**config.mk**
```make
export PLATFORM = sky130hd
export DESIGN_NAME = mbist_resp_analyzer
export DESIGN_NICKNAME = d
export VERILOG_FILES = /design/src/rtl/mbist_resp_analyzer.sv
export SDC_FILE = /design/constraint.sdc
export NUM_CORES = 1
export LEC_CHECK = 0
export BUFFER_PORTS_ARGS = -buffer_cell sky130_fd_sc_hd__buf_2
export CORE_UTILIZATION = 52
export CTS_CLUSTER_DIAMETER = 60
export DETAILED_ROUTE_END_ITERATION = 6
export HOLD_SLACK_MARGIN = 0.1
export PLACE_DENSITY = 0.74
export SLEW_MARGIN = 20
export SYNTH_ARGS = -nofsm -noshare
export SYNTH_HDL_FRONTEND = slang
export SYNTH_SLANG_ARGS = --single-unit
```
**constraint.sdc**
```tcl
create_clock -name clk -period 5 [get_ports clk]
set_input_delay 0.5 -clock clk [delete_from_list [all_inputs] [get_ports clk]]
set_output_delay 0.5 -clock clk [all_outputs]
set_load 0.01 [all_outputs]
```
**src/rtl/mbist_resp_analyzer.sv**
```systemverilog
// MBIST response analyzer: one-stage masked compare with sticky fail,
// saturating fail count, first-fail capture and a show-ahead miscompare log.
module mbist_resp_analyzer #(
    parameter int DATA_W     = 8,
    parameter int ADDR_W     = 10,
    parameter int LOG_DEPTH  = 4,
    parameter int CNT_W      = 8,
    parameter int SIGNED_CMP = 0
) (
    input  logic              clk,
    input  logic              rst,
    input  logic              clear,
    input  logic              cmp_en,
    input  logic [ADDR_W-1:0] addr,
    input  logic [DATA_W-1:0] data_t,
    input  logic [DATA_W-1:0] ramout,
    input  logic [DATA_W-1:0] cmp_mask,
    output logic              cmp_valid,
    output logic              gt,
    output logic              eq,
    output logic              lt,
    output logic              fail,
    output logic [CNT_W-1:0]  fail_cnt,
    output logic [ADDR_W-1:0] first_addr,
    output logic [DATA_W-1:0] first_exp,
    output logic [DATA_W-1:0] first_act,
    output logic              log_valid,
    input  logic              log_ready,
    output logic [ADDR_W-1:0] log_addr,
    output logic [DATA_W-1:0] log_exp,
    output logic [DATA_W-1:0] log_act,
    output logic              log_ovf
);
    localparam int PTR_W = $clog2(LOG_DEPTH);
    localparam int OCC_W = PTR_W + 1;

    typedef struct packed {
        logic [ADDR_W-1:0] addr;
        logic [DATA_W-1:0] exp;
        logic [DATA_W-1:0] act;
    } log_entry_t;

    logic [DATA_W-1:0]   exp_m, act_m;
    logic signed [DATA_W:0] exp_x, act_x;
    logic                in_gt, in_eq, in_lt;

    logic [ADDR_W-1:0]   s1_addr;
    logic [DATA_W-1:0]   s1_exp, s1_act;

    log_entry_t          log_mem [LOG_DEPTH];
    log_entry_t          log_head;
    logic [PTR_W-1:0]    wr_ptr, rd_ptr;
    logic [OCC_W-1:0]    log_count;
    logic                miscmp, log_full, push, pop, drop;

    // Extending by one bit lets a single signed comparator serve both modes:
    // the extra bit is the sign copy when signed, zero when unsigned.
    always_comb begin
        // NOTE: every always_comb output gets a value on every path, so no latch is inferred.
        exp_m = data_t & cmp_mask;
        act_m = ramout & cmp_mask;
        exp_x = {(SIGNED_CMP != 0) & exp_m[DATA_W-1], exp_m};
        act_x = {(SIGNED_CMP != 0) & act_m[DATA_W-1], act_m};
        in_eq = (exp_m == act_m);
        in_gt = (exp_x > act_x);
        in_lt = ~in_gt & ~in_eq;
    end

    always_comb begin
        miscmp    = cmp_valid & ~eq;
        log_valid = (log_count != '0);
        log_full  = (log_count == OCC_W'(LOG_DEPTH));
        pop       = log_valid & log_ready;
        push      = miscmp & (~log_full | pop);
        drop      = miscmp & log_full & ~pop;
        log_head  = log_mem[rd_ptr];
        log_addr  = log_valid ? log_head.addr : '0;
        log_exp   = log_valid ? log_head.exp  : '0;
        log_act   = log_valid ? log_head.act  : '0;
    end

    always_ff @(posedge clk or posedge rst) begin
        if (rst) begin
            cmp_valid  <= 1'b0;
            gt         <= 1'b0;
            eq         <= 1'b0;
            lt         <= 1'b0;
            s1_addr    <= '0;
            s1_exp     <= '0;
            s1_act     <= '0;
            fail       <= 1'b0;
            fail_cnt   <= '0;
            first_addr <= '0;
            first_exp  <= '0;
            first_act  <= '0;
            wr_ptr     <= '0;
            rd_ptr     <= '0;
            log_count  <= '0;
            log_ovf    <= 1'b0;
        end else if (clear) begin
            cmp_valid  <= 1'b0;
            gt         <= 1'b0;
            eq         <= 1'b0;
            lt         <= 1'b0;
            s1_addr    <= '0;
            s1_exp     <= '0;
            s1_act     <= '0;
            fail       <= 1'b0;
            fail_cnt   <= '0;
            first_addr <= '0;
            first_exp  <= '0;
            first_act  <= '0;
            wr_ptr     <= '0;
            rd_ptr     <= '0;
            log_count  <= '0;
            log_ovf    <= 1'b0;
        end else begin
            cmp_valid <= cmp_en;
            gt        <= cmp_en & in_gt;
            eq        <= cmp_en & in_eq;
            lt        <= cmp_en & in_lt;
            if (cmp_en) begin
                s1_addr <= addr;
                s1_exp  <= exp_m;
                s1_act  <= act_m;
            end
            if (miscmp) begin
                fail <= 1'b1;
                if (fail_cnt != '1)
                    fail_cnt <= fail_cnt + CNT_W'(1);
                if (!fail) begin
                    first_addr <= s1_addr;
                    first_exp  <= s1_exp;
                    first_act  <= s1_act;
                end
            end
            if (push)
                wr_ptr <= wr_ptr + PTR_W'(1);
            if (pop)
                rd_ptr <= rd_ptr + PTR_W'(1);
            log_count <= log_count + OCC_W'(push) - OCC_W'(pop);
            if (drop)
                log_ovf <= 1'b1;
        end
    end

    // NOTE: log storage is not reset; emptiness lives in the pointers and head outputs are gated by log_valid.
    always_ff @(posedge clk) begin
        if (push && !clear)
            log_mem[wr_ptr] <= '{addr: s1_addr, exp: s1_exp, act: s1_act};
    end

endmodule
```
* After elaboration in Yosys (flattened, before gate mapping) *
Memories as Yosys holds them, arrays and structs flattened.
Cells that the tools add are included.

word-level totals
  memory bits (writable) = 104
  register bits = 73
  bits in read-only memories = 0
  input bits = 39
  memories kept = 1
  output and inout port bits = 67
  latch bits = 0
  word-level logic and storage cells = 91

cells by class
  divide/modulo/power cells = 0
  reductions and logical operators = 11
  $mul = 0
  mux-type cells = 36
  $add $sub $neg = 5
  shifts and indexed selects = 0
  bitwise gates (word level) = 17
  equality and inequality tests = 4
  magnitude comparators = 1

memory list
  name     depth  bits a word  read ports  clocked after memory_dff  write ports  RTL line  source
  log_mem  4      26           1           0                         1            50        log_entry_t log_mem [LOG_DEPTH];

operators by type and width
  operator             number
  $mux 8               15
  $mux 10              6
  $and 8x8->8          2
  $reduce_bool 2->1    6
  $mux 1               10
  $and 1x1->1          9
  $add 8x1->8 const B  1
  $eq 8x8->1           1
  $gt 8x8->1           1
  $mux 2               4
  $ne 8x8->1 const B   1
  $not 1->1            5
  $add 2x1->2 const B  2
  $reduce_and 2->1     2
  $add 3x1->3          1
  $eq 3x3->1 const B   1
  $mux 3               1
  $reduce_bool 3->1    1
  $sub 3x1->3          1
  $ne 2x2->1 const B   1
  $logic_and 1x1->1    1
  $logic_not 1->1      1
  $or 1x1->1           1

* Longest topological paths before layout *
  depth after elaboration = 7
  mapped depth = 10

* Least setup slack after synthesis *
Ideal clock, no wire load.

  path kind = register to register
  from = reg log_count[2]
  to = reg log_count[2]
  setup slack = 2763 ps
  data arrival time = 2105 ps
  path buffers = 1
  stages on the path, launching flop included = 11
  cell sequence = dfrtp_1 > or3_1 > buf_2 > and2_4 > ha_1 > inv_1 > ha_1 > inv_1 > fa_1 > xnor2_1 > nor2_1

on the way
  longest elaborated chain between the ends = 7
  elaborated cells on any way between the ends = 9
  those cells by class = add/sub (2); eq/ne (1); mux (1); bitwise (4); reduce/logical (1)

ends and longest elaborated chain
  element                                          RTL line  source
  start, declared                                  53        logic [OCC_W-1:0] log_count;
  start signal, assigned                           141       log_count <= log_count + OCC_W'(push) - OCC_W'(pop);
  $reduce_bool 3->1 or $eq 3x3->1 (tied branches)  71, 72
  $and 1x1->1 or $not 1->1 (tied branches)         73, 74
  $or 1x1->1                                       74        push = miscmp & (~log_full | pop);
  $and 1x1->1                                      74
  $add 3x1->3                                      141
  $sub 3x1->3 (*)                                  141
  $mux 3 (*)                                       100       end else if (clear) begin

Every way passes the cells marked *; elsewhere a longest branch is shown, timed or not.
A chain may end at the register's enable or synchronous reset.

* Final worst setup path *
  from = reg rd_ptr[0]
  to = out log_act[1]

on the way
  longest elaborated chain between the ends = 2

ends and longest elaborated chain
  element                 RTL line  source
  start, declared         52        logic [PTR_W-1:0] wr_ptr, rd_ptr;
  start signal, assigned  140       rd_ptr <= rd_ptr + PTR_W'(1);
  $mem_v2 4x26            n/a
  $mux 8                  79        log_act = log_valid ? log_head.act : '0;
  end, declared           31        output logic [DATA_W-1:0] log_act,

No other way between the ends.

==> metrics.txt <==
DRC errors left 0; most common cell after layout, fill and taps aside buf_2; HPWL after DPL 9.77 mm; Critical Path Fanout Max 28; Top Layer Used met4; slew margin rel. 0.325; CP max stage delay 950 ps; Setup TNS 0 ps; Avg Inst Size Synth 15.8 um2; count of nets after finishing 623; vias in the first global route 4580; clock transition at the registers of the reported paths 60 ps; via count 4312; grt ovf 0; YS warnings 0; Core Rows 42; Unique masters post-synth 40; Max Slew Vio Count 0; wire length per cell 20.3 um; CP required 4500 ps; Clock Latency Late Sink 430 ps; Max VDD drop 0.254 mV; first-pass GRT wire length 24.6 mm; Total GRT Usage 0.233; Antenna Diode Count 0; core area 13500 um2; CTS max path bufs 2; Hold-fix buffers, CTS 0; Initial Util 0.540; Synth Cell Area 7270 um2; setup ws final 2150 ps; DRT iter0 DRCs 279; Worst path slowest cell dfrtp_2; startpoint types flip-flop; Met1 Wirelength 6.29 mm; share of layout cells above drive strength 1 0.284; status completed; CTS root buf clkbuf_16; Mapped Nets 514; sequential-to-total area share from yosys stat 0.681; CP Cell Sequence mux4_2 > and2_1 > buf_2; Setup crit end kind primary output; Worst R2R Start log_count[2]$_DFF_PP0_; largest net degree at the start of global routing 48; MaxCap Viol Count 0; DR pass1 iterations 5; initial antenna violation count 0; clk sinks 177; Setup Skew 8.93 ps; final period utilization 0.571; cells on worst reg2reg path 9; RePlAce Congestion 0.783; setup bufs post-CTS 0; io pins 106; PwrDens 429 nW/um2; RSZ-0062 raised after global routing no; Post-CTS Resized 0; min Tclk post-route 2850 ps; Lkg Pwr 3.63 nW; worst path arrival time 2350 ps; DP Worst Slack 2160 ps; met3 wire len 843 um; die span in y 120 um; fmax 0.350 GHz; Synth Register Bits 177; area grow syn2layout 16.9%; Slew @ Worst Pin 1010 ps; Die ar. 14500 um2; Final ANT Viol Nets 0; CTS tree done; Hold WC Path Type in2async; CTS buffer count 17; RR Endpoint log_count[2]$_DFF_PP0_; endpoints failing hold 0; total wire length 15.4 mm; Setup violations, final 0; Via density 5.70; CTS H-tree depth 4; Crit Path Class reg2out; synthesized instance count 459; FF-to-FF setup slack 2160 ps; Chip Width 120 um; most frequent cells in the layout buf_2 (105), edfxtp_1 (104), dfrtp_1 (72); met2 WL 7.96 mm; Port Buf Inserts 105
-- flip-flops by register name, indices dropped and copies added (netlist names) --
signal / flops
gt: 1
s1_exp: 8
log_mem: 104
rd_ptr: 2
s1_act: 8
first_act: 8
s1_addr: 10
first_exp: 8
lt: 1
cmp_valid: 1
eq: 1
wr_ptr: 2
fail: 1
log_ovf: 1
fail_cnt: 8
log_count: 3
first_addr: 10
-- cells in the mapped netlist, drive strengths merged --
master,count,area (um2)
o31ai,1,7.51
nand2b,11,68.8
buf,19,128
o211ai,1,7.51
xor2,4,35.0
nor3b,1,7.51
nor3,2,15.0
o21ai,4,20.0
mux4,26,616
nor4b,1,8.76
and4,4,35.0
a31oi,3,18.8
dfrtp,73,1830
a22o,26,228
ha,15,188
or3,2,12.5
clkbuf,4,15.0
mux2i,20,200
fa,1,20.0
nor2,38,145
a211oi,2,15.0
nand2,14,52.6
nand3,12,60.1
nor2b,2,12.5
and2,39,246
a21oi,14,70.1
nand4,2,12.5
and3,2,12.5
edfxtp,104,3120
inv,8,30.0
o21bai,1,7.51
xnor2,3,26.3
-- worst max-delay path by stage --
| stage | start | endpoint | slack [ps] | cells after the start |
|---|---|---|---|---|
| finish | rd_ptr[0]$_DFFE_PP0P_ | log_act[1] | 2150 | 3 |
| global route | rd_ptr[0]$_DFFE_PP0P_ | log_addr[3] | 2000 | 3 |
| CTS | rd_ptr[0]$_DFFE_PP0P_ | log_act[1] | 2070 | 3 |
| detailed placement | log_count[2]$_DFF_PP0_ | log_count[2]$_DFF_PP0_ | 2160 | 9 |
| global placement | log_count[2]$_DFF_PP0_ | log_count[2]$_DFF_PP0_ | 2260 | 9 |
| floorplan | rst | cmp_valid$_DFF_PP0_ | 2650 | 1 |
-- stage by stage --
stage	hold slack [ps]	area [um2]	power (W)	instances	util
2_1_floorplan	496	7270	0.00220	459	-
3_3_place_gp	483	7940	0.00242	725	0.590
3_5_place_dp	486	7940	0.00244	725	0.590
4_1_cts	129	8500	0.00367	757	0.632
5_1_grt	165	8500	0.00379	757	0.632
6_report	123	8500	0.00364	757	0.632
-- cell type report --
class / count / area [um2]
inverters: 8 / 31.3
repair buffers: 113 / 586
fillers: 1006 / 4950
multi-input cells: 251 / 2150
clock buffers: 20 / 447
flip-flops and latches: 177 / 4950
well taps: 176 / 220
clock inverters: 12 / 109
-- worst max-delay path: cells and delay by family, from the launching register on --
family                 cells  cell delay (ps)
buffers and inverters      1              150
flip-flops                 1              950
multiplexers               1              590
AND/OR/NAND/NOR            1              200
-- power by group --
group | switching, W | total, W | internal, W
combinational | 0.000358 | 0.000706 | 0.000348
sequential | 0.0000970 | 0.00170 | 0.00160
clock | 0.000544 | 0.00124 | 0.000699
total | 0.000999 | 0.00364 | 0.00265
-- layer usage --
layer / track usage / up-vias
met5: 0 / -
met4: 0.0887 / 0
met3: 0.0524 / 26
met2: 0.401 / 140
met1: 0.288 / 2201
li1: - / 1945
-- cells by family (layout without fill, tap and decap cells) --
kind of cell,count (synthesis),in the layout,share of synthesized area
flops,177,177,0.681
buf+inv,31,153,0.0237
simple gates,130,130,0.0948
mux,46,46,0.112
fa+ha+maj,16,16,0.0286
compound gates,52,52,0.0515
xor+xnor,7,7,0.00843
Power figures use the tool's default switching activity.
